<file path="src/rtl/krypton_glyph_sequencer.sv">
// ---------------------------------------------------------------------------
// krypton_glyph_sequencer
//
// Fetches one glyph row per character request from the character RAM and
// serialises it MSB-first into a 1-bit pixel stream. Host glyph uploads are
// forwarded to the RAM write port. A write is held back by one cycle when it
// targets the address the RAM is sampling for an in-flight read.
//
// Optional feature macro: KRYPTON_GLYPH_INVERT_EN
//   When defined, adds input i_chr_invert. It is captured with the request,
//   travels with the glyph through the buffer, and inverts the glyph row
//   (XOR with all ones) when the shifter loads it.
//
// Ports
//   i_sys_clk      : single clock, rising edge
//   i_rst          : synchronous active-high reset
//   i_chr_valid    : character request valid
//   o_chr_ready    : request accepted when valid & ready
//   i_chr_code     : character code
//   i_chr_row      : glyph row within the character
//   i_chr_invert   : (KRYPTON_GLYPH_INVERT_EN only) invert this glyph row
//   o_pix_valid    : pixel valid
//   i_pix_ready    : pixel consumed when valid & ready
//   o_pix          : current pixel, MSB of the glyph row first
//   o_pix_last     : high on the final (LSB) pixel of a row
//   o_rom_rd_adr   : registered RAM read address {code,row}
//   i_rom_data     : RAM read data, one cycle after the address
//   i_host_wr_req  : host write request, held until acknowledged
//   i_host_adr     : host write address
//   i_host_data    : host write data
//   o_host_wr_ack  : one-cycle pulse, coincident with o_rom_wr_en
//   o_rom_wr_en    : registered RAM write enable
//   o_rom_wr_adr   : registered RAM write address
//   o_rom_wr_data  : registered RAM write data
//   o_busy         : fetch in progress, or buffer/shifter holds data
// ---------------------------------------------------------------------------
module krypton_glyph_sequencer #(
    parameter int CODE_WIDTH = 8,
    parameter int ROW_WIDTH  = 3,
    parameter int ADDR_WIDTH = 11,
    parameter int DATA_WIDTH = 8
) (
    input  logic                  i_sys_clk,
    input  logic                  i_rst,
    input  logic                  i_chr_valid,
    output logic                  o_chr_ready,
    input  logic [CODE_WIDTH-1:0] i_chr_code,
    input  logic [ROW_WIDTH-1:0]  i_chr_row,
`ifdef KRYPTON_GLYPH_INVERT_EN
    input  logic                  i_chr_invert,
`endif
    output logic                  o_pix_valid,
    input  logic                  i_pix_ready,
    output logic                  o_pix,
    output logic                  o_pix_last,
    output logic [ADDR_WIDTH-1:0] o_rom_rd_adr,
    input  logic [DATA_WIDTH-1:0] i_rom_data,
    input  logic                  i_host_wr_req,
    input  logic [ADDR_WIDTH-1:0] i_host_adr,
    input  logic [DATA_WIDTH-1:0] i_host_data,
    output logic                  o_host_wr_ack,
    output logic                  o_rom_wr_en,
    output logic [ADDR_WIDTH-1:0] o_rom_wr_adr,
    output logic [DATA_WIDTH-1:0] o_rom_wr_data,
    output logic                  o_busy
);

    localparam int CNT_WIDTH = $clog2(DATA_WIDTH);
    localparam logic [CNT_WIDTH-1:0] CNT_LAST = CNT_WIDTH'(DATA_WIDTH - 1);

    typedef enum logic [1:0] {
        F_IDLE = 2'd0,
        F_ADDR = 2'd1,
        F_DATA = 2'd2
    } fetch_state_e;

    fetch_state_e fetchState_q, fetchState_d;

    logic [ADDR_WIDTH-1:0] rdAdr_q,    rdAdr_d;
    logic [DATA_WIDTH-1:0] bufData_q,  bufData_d;
    logic                  bufValid_q, bufValid_d;
    logic [DATA_WIDTH-1:0] shReg_q,    shReg_d;
    logic [CNT_WIDTH-1:0]  shCnt_q,    shCnt_d;
    logic                  shValid_q,  shValid_d;
    logic                  wrEn_q,     wrEn_d;
    logic                  wrAck_q,    wrAck_d;
    logic [ADDR_WIDTH-1:0] wrAdr_q,    wrAdr_d;
    logic [DATA_WIDTH-1:0] wrData_q,   wrData_d;
`ifdef KRYPTON_GLYPH_INVERT_EN
    logic                  reqInv_q,   reqInv_d;
    logic                  bufInv_q,   bufInv_d;
`endif

    logic                  chrAccept;
    logic                  pixFire;
    logic                  lastFire;
    logic                  shLoad;
    logic                  wrIssue;
    logic [DATA_WIDTH-1:0] loadData;

    // Fetch FSM: a new request is only taken while idle with an empty glyph
    // buffer, so a fetched row always has somewhere to land. Ready is masked
    // by reset so nothing is accepted on a reset cycle.
    always_comb begin
        fetchState_d = fetchState_q;
        o_chr_ready  = 1'b0;
        chrAccept    = 1'b0;
        unique case (fetchState_q)
            F_IDLE: begin
                o_chr_ready = !i_rst && !bufValid_q;
                chrAccept   = i_chr_valid && o_chr_ready;
                if (chrAccept) begin
                    fetchState_d = F_ADDR;
                end
            end
            F_ADDR:  fetchState_d = F_DATA;
            F_DATA:  fetchState_d = F_IDLE;
            default: fetchState_d = F_IDLE;
        endcase
    end

    // Datapath next-state. The shifter reloads from the buffer either when it
    // is empty or on the very cycle its last pixel is consumed, which is what
    // keeps consecutive rows gap-free at one pixel per cycle.
    always_comb begin
        pixFire  = shValid_q && i_pix_ready;
        lastFire = pixFire && (shCnt_q == CNT_LAST);
        shLoad   = bufValid_q && (!shValid_q || lastFire);

`ifdef KRYPTON_GLYPH_INVERT_EN
        loadData = bufData_q ^ {DATA_WIDTH{bufInv_q}};
`else
        loadData = bufData_q;
`endif

        rdAdr_d = rdAdr_q;
        if (chrAccept) begin
            rdAdr_d = {i_chr_code, i_chr_row};
        end

        // The buffer cannot be loaded and drained in the same cycle: a fetch
        // is only started while the buffer is empty, so it is still empty
        // when the data arrives in F_DATA.
        bufData_d  = bufData_q;
        bufValid_d = bufValid_q;
        if (fetchState_q == F_DATA) begin
            bufData_d  = i_rom_data;
            bufValid_d = 1'b1;
        end else if (shLoad) begin
            bufValid_d = 1'b0;
        end

        shReg_d   = shReg_q;
        shCnt_d   = shCnt_q;
        shValid_d = shValid_q;
        if (shLoad) begin
            shReg_d   = loadData;
            shCnt_d   = '0;
            shValid_d = 1'b1;
        end else if (pixFire) begin
            shReg_d = {shReg_q[DATA_WIDTH-2:0], 1'b0};
            shCnt_d = shCnt_q + 1'b1;
            if (lastFire) begin
                shValid_d = 1'b0;
            end
        end

`ifdef KRYPTON_GLYPH_INVERT_EN
        reqInv_d = reqInv_q;
        bufInv_d = bufInv_q;
        if (chrAccept) begin
            reqInv_d = i_chr_invert;
        end
        if (fetchState_q == F_DATA) begin
            bufInv_d = reqInv_q;
        end
`endif
    end

    // Host write arbitration. The ack of the previous cycle blocks a reissue
    // so a held request produces exactly one write. The only conflict is a
    // write to the address the RAM is sampling during F_ADDR; it is delayed
    // by one cycle so the read sees the pre-write contents.
    always_comb begin
        wrIssue  = i_host_wr_req && !wrAck_q &&
                   !((fetchState_q == F_ADDR) && (rdAdr_q == i_host_adr));
        wrEn_d   = wrIssue;
        wrAck_d  = wrIssue;
        wrAdr_d  = wrIssue ? i_host_adr  : wrAdr_q;
        wrData_d = wrIssue ? i_host_data : wrData_q;
    end

    // State registers with synchronous reset; reset discards any in-flight
    // fetch, buffered row, shifting row and pending write.
    always_ff @(posedge i_sys_clk) begin
        if (i_rst) begin
            fetchState_q <= F_IDLE;
            rdAdr_q      <= '0;
            bufData_q    <= '0;
            bufValid_q   <= 1'b0;
            shReg_q      <= '0;
            shCnt_q      <= '0;
            shValid_q    <= 1'b0;
            wrEn_q       <= 1'b0;
            wrAck_q      <= 1'b0;
            wrAdr_q      <= '0;
            wrData_q     <= '0;
`ifdef KRYPTON_GLYPH_INVERT_EN
            reqInv_q     <= 1'b0;
            bufInv_q     <= 1'b0;
`endif
        end else begin
            fetchState_q <= fetchState_d;
            rdAdr_q      <= rdAdr_d;
            bufData_q    <= bufData_d;
            bufValid_q   <= bufValid_d;
            shReg_q      <= shReg_d;
            shCnt_q      <= shCnt_d;
            shValid_q    <= shValid_d;
            wrEn_q       <= wrEn_d;
            wrAck_q      <= wrAck_d;
            wrAdr_q      <= wrAdr_d;
            wrData_q     <= wrData_d;
`ifdef KRYPTON_GLYPH_INVERT_EN
            reqInv_q     <= reqInv_d;
            bufInv_q     <= bufInv_d;
`endif
        end
    end

    // A fully shifted row leaves zeros behind, so o_pix is also 0 while the
    // shifter is empty.
    assign o_pix_valid   = shValid_q;
    assign o_pix         = shReg_q[DATA_WIDTH-1];
    assign o_pix_last    = shValid_q && (shCnt_q == CNT_LAST);
    assign o_rom_rd_adr  = rdAdr_q;
    assign o_host_wr_ack = wrAck_q;
    assign o_rom_wr_en   = wrEn_q;
    assign o_rom_wr_adr  = wrAdr_q;
    assign o_rom_wr_data = wrData_q;
    assign o_busy        = (fetchState_q != F_IDLE) || bufValid_q || shValid_q;

endmodule

</file>
<file path="config.mk">
export PLATFORM = sky130hd
export DESIGN_NAME = krypton_glyph_sequencer
export DESIGN_NICKNAME = d
export VERILOG_FILES = /design/src/rtl/krypton_glyph_sequencer.sv
export SDC_FILE = /design/constraint.sdc
export NUM_CORES = 1
export LEC_CHECK = 0
export ABC_CLOCK_PERIOD_IN_PS = 4490
export CAP_MARGIN = 5
export CORE_UTILIZATION = 45
export DETAILED_ROUTE_END_ITERATION = 10
export HOLD_SLACK_MARGIN = 0.08
export PLACE_DENSITY = 0.77
export SLEW_MARGIN = 20
export SYNTH_ARGS = -nofsm -noshare
export SYNTH_HDL_FRONTEND = slang
export SYNTH_SLANG_ARGS = --single-unit
</file>
<file path="constraint.sdc">
create_clock -name i_sys_clk -period 4.49 [get_ports i_sys_clk]
set_input_delay 0.449 -clock i_sys_clk [delete_from_list [all_inputs] [get_ports i_sys_clk]]
set_output_delay 0.449 -clock i_sys_clk [all_outputs]
set_load 0.1 [all_outputs]
</file>
==> report_table.html, run 1 <==
<table>
<tr><th>Metric</th><th>Value</th></tr>
<tr><th colspan="2">Logic synthesis</th></tr>
<tr><td>Fraction of synthesis flops using an asynchronous set or reset pin</td><td>0%</td></tr>
<tr><td>Number of different library cells in the post-synthesis netlist</td><td>33</td></tr>
<tr><td>Cell area after synthesis</td><td>0.00270 mm2</td></tr>
<tr><td>EDFF count, synth</td><td>0</td></tr>
<tr><td>Synth Instances</td><td>331</td></tr>
<tr><td>Synth Area per Inst</td><td>8.14 um2</td></tr>
<tr><td>Sequential cell area fraction in the yosys report</td><td>40.1%</td></tr>
<tr><td>Number of warnings reported in the yosys synthesis log</td><td>0</td></tr>
<tr><td>Synthesis-stage register bit count</td><td>54</td></tr>
<tr><td>Net Count, Synth</td><td>376</td></tr>
<tr><td>Predominant post-synthesis flop cell</td><td>sky130_fd_sc_hd__dfxtp_1</td></tr>
<tr><th colspan="2">Detailed routing</th></tr>
<tr><td>Via-to-Cell Ratio</td><td>5.81</td></tr>
<tr><td>Number of nets still failing antenna checks after routing</td><td>0</td></tr>
<tr><td>Router iterations before antenna repair</td><td>4</td></tr>
<tr><td>Post-route DRC violation count</td><td>0</td></tr>
<tr><td>Iteration-0 DRC count of the detailed router</td><td>143</td></tr>
<tr><td>DR WL/cell</td><td>15.5 um</td></tr>
<tr><td>Total Routed Length</td><td>7.15 mm</td></tr>
<tr><td>Via count</td><td>2,684</td></tr>
<tr><th colspan="2">Die</th></tr>
<tr><td>Number of rows created at floorplan</td><td>27</td></tr>
<tr><td>Die H</td><td>79.4 um</td></tr>
<tr><td>Effective utilization at floorplan</td><td>47.8%</td></tr>
<tr><td>Floorplan die area</td><td>0.00630 mm2</td></tr>
<tr><td>Number of top-level pins</td><td>80</td></tr>
<tr><td>Floorplan core area</td><td>0.00564 mm2</td></tr>
<tr><td>Die X</td><td>79.4 um</td></tr>
<tr><th colspan="2">Worst setup path</th></tr>
<tr><td>Worst Path Required</td><td>4.04 ns</td></tr>
<tr><td>Critical path capture point</td><td>o_chr_ready</td></tr>
<tr><td>Kind of end point of the critical path</td><td>primary output</td></tr>
<tr><td>Origin of the critical flop-to-flop path</td><td>o_rom_rd_adr[4]</td></tr>
<tr><td>Minimum setup slack among reg-to-reg paths</td><td>2.58 ns</td></tr>
<tr><td>Worst reg2reg path depth</td><td>4</td></tr>
<tr><td>Worst setup SP type</td><td>flip-flop</td></tr>
<tr><td>Critical path fanouts, max</td><td>6</td></tr>
<tr><td>Worst setup path startpoint</td><td>bufValid_q</td></tr>
<tr><td>Critical-path cell list</td><td>nor4_1 &gt; clkdlybuf4s50_1</td></tr>
<tr><td>Destination of the worst register-to-register timing path</td><td>o_rom_wr_adr[3]</td></tr>
<tr><td>Library cell contributing the largest single delay on the critical path</td><td>sky130_fd_sc_hd__clkdlybuf4s50_1</td></tr>
<tr><td>Slowest Stage Delay on Critical Path</td><td>1.20 ns</td></tr>
<tr><td>Category of the most critical setup path</td><td>reg2out</td></tr>
<tr><td>Critical path arrival</td><td>2.26 ns</td></tr>
<tr><th colspan="2">Power</th></tr>
<tr><td>Fraction of power consumed by combinational cells</td><td>33.6%</td></tr>
<tr><td>Areal power density over the cells</td><td>363 mW/mm2</td></tr>
<tr><td>Maximum VDD drop</td><td>329 uV</td></tr>
<tr><td>Leakage power of the design</td><td>1.31 nW</td></tr>
<tr><td>Proportion of power drawn by the clock network</td><td>25.0%</td></tr>
<tr><td>Net Sw Frac</td><td>38.0%</td></tr>
<tr><td>Internal</td><td>0.803 mW</td></tr>
<tr><td>Share of total power in sequential cells</td><td>41.4%</td></tr>
<tr><td>Switching Power</td><td>0.492 mW</td></tr>
<tr><th colspan="2">Clocking</th></tr>
<tr><td>Cell at the root of the clock tree</td><td>sky130_fd_sc_hd__clkbuf_8</td></tr>
<tr><td>Post-CTS resize count</td><td>0</td></tr>
<tr><td>CTS tree</td><td>built</td></tr>
<tr><td>Sinks on the clock net</td><td>54</td></tr>
<tr><td>Clock latency reported for the late side of the worst-skew pair</td><td>0.30 ns</td></tr>
<tr><td>Clock buffer depth</td><td>2</td></tr>
<tr><td>H-tree depth reported by CTS</td><td>2</td></tr>
<tr><td>Clock buffers created by TritonCTS</td><td>5</td></tr>
<tr><td>Clk pin slew, worst setup/hold paths</td><td>0.10 ns</td></tr>
<tr><td>Hold Buf Count CTS</td><td>0</td></tr>
<tr><td>Post CTS Setup Buffer Count</td><td>0</td></tr>
<tr><th colspan="2">Final layout</th></tr>
<tr><td>Inserted Diodes</td><td>0</td></tr>
<tr><td>Most frequent cells in the layout</td><td>sky130_fd_sc_hd__clkdlybuf4s50_1 (78), sky130_fd_sc_hd__dfxtp_1 (54), sky130_fd_sc_hd__nand2_1 (48)</td></tr>
<tr><td>Final Non-Filler Cells</td><td>462</td></tr>
<tr><td>Most frequent standard cell in the layout excluding fill and tap cells</td><td>sky130_fd_sc_hd__clkdlybuf4s50_1</td></tr>
<tr><td>Fraction of final layout cells sized beyond drive strength 1</td><td>3.85%</td></tr>
<tr><td>Area added between synthesis and finish</td><td>32.4%</td></tr>
<tr><td>Total Nets Final</td><td>434</td></tr>
<tr><th colspan="2">STA</th></tr>
<tr><td>Min Tclk post-route</td><td>2.71 ns</td></tr>
<tr><td>Actual transition at the worst max-transition pin</td><td>1.01 ns</td></tr>
<tr><td>Final number of setup-violating endpoints</td><td>0</td></tr>
<tr><td>Fmax</td><td>370 MHz</td></tr>
<tr><td>Count of final hold-check violations</td><td>0</td></tr>
<tr><td>Total negative slack for setup checks</td><td>0 ns</td></tr>
<tr><td>Slew Viols, Final</td><td>0</td></tr>
<tr><td>Final Skew</td><td>0.00825 ns</td></tr>
<tr><td>Share of the cycle needed by the critical path after routing</td><td>60.3%</td></tr>
<tr><td>Worst max-slew margin expressed relative to the limit</td><td>32.5%</td></tr>
<tr><td>RSZ-0062 raised after global routing</td><td>false</td></tr>
<tr><th colspan="2">Global routing</th></tr>
<tr><td>Pin count of the biggest net entering global routing</td><td>73</td></tr>
<tr><td>Number of antenna violations at the first check in global routing</td><td>0</td></tr>
<tr><td>Overflow after GRT</td><td>0</td></tr>
<tr><td>Number of global-route vias before repair</td><td>2,357</td></tr>
<tr><td>Global-route usage over all layers</td><td>22.6%</td></tr>
<tr><td>Wire length of the first global-routing pass</td><td>11.3 mm</td></tr>
<tr><th colspan="2">Placement</th></tr>
<tr><td>HPWL after detailed placement</td><td>4.77 mm</td></tr>
<tr><td>Quantity of I/O buffers inserted on ports</td><td>79</td></tr>
<tr><td>Gpl congestion</td><td>0.770</td></tr>
<tr><td>Placed Instances</td><td>454</td></tr>
<tr><th colspan="2">Outcome</th></tr>
<tr><td>Status</td><td>completed</td></tr>
<tr><th colspan="2">Flow run</th></tr>
<tr><td>Number of max-cap violations</td><td>0</td></tr>
<tr><th colspan="2">Worst hold path</th></tr>
<tr><td>Hold Path Stages</td><td>2</td></tr>
<tr><td>Class of the worst hold path</td><td>reg2reg</td></tr>
</table>
layer usage:
layer | wire (um) | up-vias | track usage [%]
met4 | 106 | 0 | 6.73
met2 | 3200 | 106 | 34.4
met1 | 3310 | 1269 | 31.9
li1 | - | 1300 | -
met3 | 535 | 9 | 4.69
met5 | 0 | - | 0
power groups by stage:
stage | Sequential (mW) | Clock (mW) | Combinational, mW
floorplan | 0.737 | 0 | 0.123
global placement | 0.546 | 0 | 0.431
detailed placement | 0.546 | 0 | 0.433
CTS | 0.536 | 0.330 | 0.435
global route | 0.540 | 0.349 | 0.452
finish | 0.536 | 0.324 | 0.435
critical path, delay by kind of cell, from the launching register on:
family / cells / cell delay, ns
buffers and inverters: 1 / 1.20
and+or+nand+nor: 1 / 0.39
DFF: 1 / 0.37
cell type report:
class | count | area [um2]
Fill cell | 504 | 2070
Multi-Input combinational cell | 245 | 1470
Sequential cell | 54 | 1080
Timing Repair Buffer | 82 | 808
Tap cell | 72 | 90.1
Clock buffer | 6 | 72.6
Clock inverter | 2 | 37.5
Inverter | 1 | 3.75
kinds of logic (layout without fill, tap and decap cells):
| logic type | count (synthesis) | count (layout) | synth area share [%] |
|---|---|---|---|
| buf+inv | 32 | 91 | 5.43 |
| flops | 54 | 54 | 40.1 |
| simple gates | 172 | 172 | 35.2 |
| mux | 2 | 2 | 0.743 |
| compound gates | 57 | 57 | 13.7 |
| xor+xnor | 12 | 12 | 3.90 |
| fa+ha+maj | 2 | 2 | 0.928 |
registers in the layout (all words and copies together), names as in the netlist:
register	flops
bufValid_q	1
o_host_wr_ack	1
o_rom_rd_adr	11
fetchState_q	2
shReg_q	8
bufData_q	8
o_rom_wr_data	8
o_pix_valid	1
shCnt_q	3
o_rom_wr_adr	11
synth_stat cells (3+ instances only):
cell,number,share of area [%]
sky130_fd_sc_hd__nand3_1,27,5.0
sky130_fd_sc_hd__nand3b_1,11,3.1
sky130_fd_sc_hd__nand2_1,48,6.7
sky130_fd_sc_hd__buf_2,3,0.56
sky130_fd_sc_hd__dfxtp_1,54,40
sky130_fd_sc_hd__clkbuf_1,24,3.3
sky130_fd_sc_hd__o21ai_1,9,1.7
sky130_fd_sc_hd__a311oi_1,8,2.6
sky130_fd_sc_hd__nor2_1,11,1.5
sky130_fd_sc_hd__nor3b_1,19,5.3
sky130_fd_sc_hd__nand2b_1,3,0.70
sky130_fd_sc_hd__nor3_1,3,0.56
sky130_fd_sc_hd__xnor2_1,8,2.6
sky130_fd_sc_hd__nor2b_1,20,4.6
sky130_fd_sc_hd__a21oi_1,10,1.9
sky130_fd_sc_hd__xor2_1,4,1.3
sky130_fd_sc_hd__nand4_1,21,4.9
sky130_fd_sc_hd__o21ai_0,9,1.7
sky130_fd_sc_hd__a22oi_1,19,5.3
worst min-delay path by stage:
stage | slack (ns) | startpoint | endpoint
floorplan | 0.43 | bufData_q[0] | shReg_q[0]
global placement | 0.44 | bufData_q[0] | shReg_q[0]
detailed placement | 0.45 | bufData_q[0] | shReg_q[0]
CTS | 0.46 | bufData_q[0] | shReg_q[0]
global route | 0.48 | bufData_q[0] | shReg_q[0]
finish | 0.45 | bufData_q[0] | shReg_q[0]
stage by stage:
stage	setup slack (ns)	instance area [um2]	power [mW]	utilization (%)	hold slack, ns
final	1.78	3570	1.29	63.2	0.450
after global routing	1.63	3570	1.34	63.2	0.476
after CTS	1.77	3570	1.30	63.2	0.457
after detailed placement	2.01	3460	0.979	61.3	0.447
after global placement	2.07	3460	0.977	61.3	0.441
after floorplan	0.0702	2700	0.860	-	0.432
(Power assumes the default switching activity.)
==> inputs of run 2 (changes only) <==
- ABC_CLOCK_PERIOD_IN_PS: 4490 -> 2400
- CORE_UTILIZATION: 45 -> 43
- clock period: 4.49 -> 2.4 ns (I/O delays scaled with it)
==> report_table.html, run 2 (synthesized netlist as in run 1, its figures left out) <==
<table>
<tr><th>Metric</th><th>Value</th></tr>
<tr><th colspan="2">STA</th></tr>
<tr><td>Count of final hold-check violations</td><td>0</td></tr>
<tr><td>Share of the cycle needed by the critical path after routing</td><td>78.7%</td></tr>
<tr><td>Total negative slack for setup checks</td><td>0 ns</td></tr>
<tr><td>Fmax</td><td>529 MHz</td></tr>
<tr><td>Min Tclk post-route</td><td>1.89 ns</td></tr>
<tr><td>RSZ-0062 raised after global routing</td><td>false</td></tr>
<tr><td>Slew Viols, Final</td><td>0</td></tr>
<tr><td>Actual transition at the worst max-transition pin</td><td>0.695 ns</td></tr>
<tr><td>Post-route setup slack</td><td>0.510 ns</td></tr>
<tr><td>Worst max-slew margin expressed relative to the limit</td><td>53.7%</td></tr>
<tr><td>Final number of setup-violating endpoints</td><td>0</td></tr>
<tr><td>Final Skew</td><td>0.0123 ns</td></tr>
<tr><th colspan="2">Global routing</th></tr>
<tr><td>Overflow after GRT</td><td>0</td></tr>
<tr><td>Number of antenna violations at the first check in global routing</td><td>0</td></tr>
<tr><td>Number of global-route vias before repair</td><td>2,395</td></tr>
<tr><td>Pin count of the biggest net entering global routing</td><td>73</td></tr>
<tr><td>Global-route usage over all layers</td><td>22.6%</td></tr>
<tr><td>Wire length of the first global-routing pass</td><td>11.6 mm</td></tr>
<tr><th colspan="2">Final layout</th></tr>
<tr><td>Most frequent standard cell in the layout excluding fill and tap cells</td><td>sky130_fd_sc_hd__dfxtp_1</td></tr>
<tr><td>Final Non-Filler Cells</td><td>470</td></tr>
<tr><td>Most frequent cells in the layout</td><td>sky130_fd_sc_hd__dfxtp_1 (54), sky130_fd_sc_hd__nand2_1 (48), sky130_fd_sc_hd__buf_4 (45)</td></tr>
<tr><td>Total Nets Final</td><td>439</td></tr>
<tr><td>Area added between synthesis and finish</td><td>32.2%</td></tr>
<tr><td>Inserted Diodes</td><td>0</td></tr>
<tr><td>Fraction of final layout cells sized beyond drive strength 1</td><td>14.9%</td></tr>
<tr><th colspan="2">Worst setup path</th></tr>
<tr><td>Worst Path Required</td><td>2.62 ns</td></tr>
<tr><td>Worst path buffer plus inverter count</td><td>0</td></tr>
<tr><td>Critical-path cell list</td><td>ha_1 &gt; ha_1 &gt; a21boi_1 &gt; nand2b_1 &gt; nor2_1 &gt; a311oi_1</td></tr>
<tr><td>Minimum setup slack among reg-to-reg paths</td><td>0.51 ns</td></tr>
<tr><td>Worst reg2reg path depth</td><td>6</td></tr>
<tr><td>Worst setup path startpoint</td><td>shCnt_q[0]</td></tr>
<tr><td>Library cell contributing the largest single delay on the critical path</td><td>sky130_fd_sc_hd__nand2b_1</td></tr>
<tr><td>Category of the most critical setup path</td><td>reg2reg</td></tr>
<tr><td>Origin of the critical flop-to-flop path</td><td>shCnt_q[0]</td></tr>
<tr><td>Most common cell on crit path</td><td>sky130_fd_sc_hd__ha_1</td></tr>
<tr><td>Slowest Stage Delay on Critical Path</td><td>0.46 ns</td></tr>
<tr><td>Destination of the worst register-to-register timing path</td><td>shReg_q[1]</td></tr>
<tr><td>Critical path arrival</td><td>2.11 ns</td></tr>
<tr><td>Critical path fanouts, max</td><td>15</td></tr>
<tr><td>Kind of end point of the critical path</td><td>flip-flop</td></tr>
<tr><td>Kind of cell adding the most delay to the critical path</td><td>simple AND/OR/NAND/NOR gates</td></tr>
<tr><td>Worst setup SP type</td><td>flip-flop</td></tr>
<tr><th colspan="2">Die</th></tr>
<tr><td>Number of top-level pins</td><td>80</td></tr>
<tr><td>Number of rows created at floorplan</td><td>28</td></tr>
<tr><td>Die H</td><td>81.2 um</td></tr>
<tr><td>Die X</td><td>81.2 um</td></tr>
<tr><td>Effective utilization at floorplan</td><td>45.0%</td></tr>
<tr><td>Floorplan die area</td><td>0.00659 mm2</td></tr>
<tr><td>Floorplan core area</td><td>0.00599 mm2</td></tr>
<tr><th colspan="2">Worst hold path</th></tr>
<tr><td>Startpoint of the most critical hold path</td><td>i_chr_code[0]</td></tr>
<tr><td>Class of the worst hold path</td><td>in2reg</td></tr>
<tr><td>Hold Path Stages</td><td>3</td></tr>
<tr><td>Hold worst-path end</td><td>o_rom_rd_adr[3]</td></tr>
<tr><th colspan="2">Placement</th></tr>
<tr><td>HPWL after detailed placement</td><td>4.83 mm</td></tr>
<tr><td>Gpl congestion</td><td>0.738</td></tr>
<tr><td>Quantity of I/O buffers inserted on ports</td><td>79</td></tr>
<tr><td>Worst Setup Slack post-DPL</td><td>0.384 ns</td></tr>
<tr><td>Placed Instances</td><td>462</td></tr>
<tr><th colspan="2">Power</th></tr>
<tr><td>Leakage power of the design</td><td>1.42 nW</td></tr>
<tr><td>Maximum VDD drop</td><td>393 uV</td></tr>
<tr><td>Areal power density over the cells</td><td>717 mW/mm2</td></tr>
<tr><th colspan="2">Detailed routing</th></tr>
<tr><td>Post-route DRC violation count</td><td>0</td></tr>
<tr><td>Number of nets still failing antenna checks after routing</td><td>0</td></tr>
<tr><td>DR WL/cell</td><td>15.6 um</td></tr>
<tr><td>Via-to-Cell Ratio</td><td>5.65</td></tr>
<tr><td>Total Routed Length</td><td>7.32 mm</td></tr>
<tr><td>Via count</td><td>2,654</td></tr>
<tr><td>Router iterations before antenna repair</td><td>4</td></tr>
<tr><td>Iteration-0 DRC count of the detailed router</td><td>207</td></tr>
<tr><th colspan="2">Clocking</th></tr>
<tr><td>Clk pin slew, worst setup/hold paths</td><td>0.10 ns</td></tr>
<tr><td>Hold Buf Count CTS</td><td>0</td></tr>
<tr><td>Sinks on the clock net</td><td>54</td></tr>
<tr><td>Cell at the root of the clock tree</td><td>sky130_fd_sc_hd__clkbuf_8</td></tr>
<tr><td>CTS tree</td><td>built</td></tr>
<tr><td>Post-CTS resize count</td><td>0</td></tr>
<tr><td>Clock latency reported for the late side of the worst-skew pair</td><td>0.31 ns</td></tr>
<tr><td>H-tree depth reported by CTS</td><td>2</td></tr>
<tr><td>Clock buffer depth</td><td>2</td></tr>
<tr><td>Clock buffers created by TritonCTS</td><td>5</td></tr>
<tr><td>Post CTS Setup Buffer Count</td><td>0</td></tr>
<tr><th colspan="2">Flow run</th></tr>
<tr><td>Number of max-cap violations</td><td>0</td></tr>
<tr><th colspan="2">Outcome</th></tr>
<tr><td>Status</td><td>completed</td></tr>
</table>
==> run 2: layout make-up <==
type / instances / area (um2)
tap: 75 / 93.8
inverter: 1 / 3.75
fill: 544 / 2430
timing repair buffer: 87 / 753
multi-input combinational: 245 / 1490
clock inverter: 2 / 60.1
sequential: 54 / 1080
clock buffer: 6 / 82.6
==> run 2: through the flow <==
stage | hold slack (ns) | cell area (um2) | power, mW | utilization [%]
6_report | 0.457 | 3560 | 2.56 | 59.5
3_5_place_dp | 0.449 | 3420 | 1.82 | 57.1
3_3_place_gp | 0.452 | 3420 | 1.82 | 57.1
5_1_grt | 0.461 | 3560 | 2.65 | 59.5
2_1_floorplan | 0.339 | 2710 | 1.61 | -
4_1_cts | 0.454 | 3560 | 2.56 | 59.5
==> run 2: worst register-to-register path, delay by kind of cell, from the launching register on <==
family	cells	cell delay [ns]
flops	1	0.33
simple gates	2	0.55
fa+ha+maj	2	0.41
compound gates	2	0.51
==> run 2: metal layers <==
layer	up-vias	track usage, %	share of wire, %	wire (um)
met3	6	4.49	7.4	542
met4	0	4.82	0.74	54
li1	1308	-	-	-
met5	-	0	0	0
met1	1232	31.6	45	3270
met2	108	35.8	47	3450
==> run 2: where the power goes <==
part | leakage, nW | total (mW) | internal [mW] | switching, mW
registers | 0.443 | 1.00 | 0.957 | 0.0443
logic | 0.900 | 0.806 | 0.221 | 0.585
clock network | 0.0714 | 0.748 | 0.445 | 0.303
total | 1.42 | 2.56 | 1.62 | 0.932
==> run 2: worst max-delay path by stage <==
stage	endpoint	slack [ns]	depth (start not counted)
after detailed placement	o_rom_wr_adr[0]	0.38	5
after floorplan	o_pix_last	0.10	2
after global placement	o_rom_wr_data[5]	0.43	5
final	shReg_q[1]	0.51	6
after CTS	shReg_q[6]	0.50	6
after global routing	shReg_q[6]	0.35	6
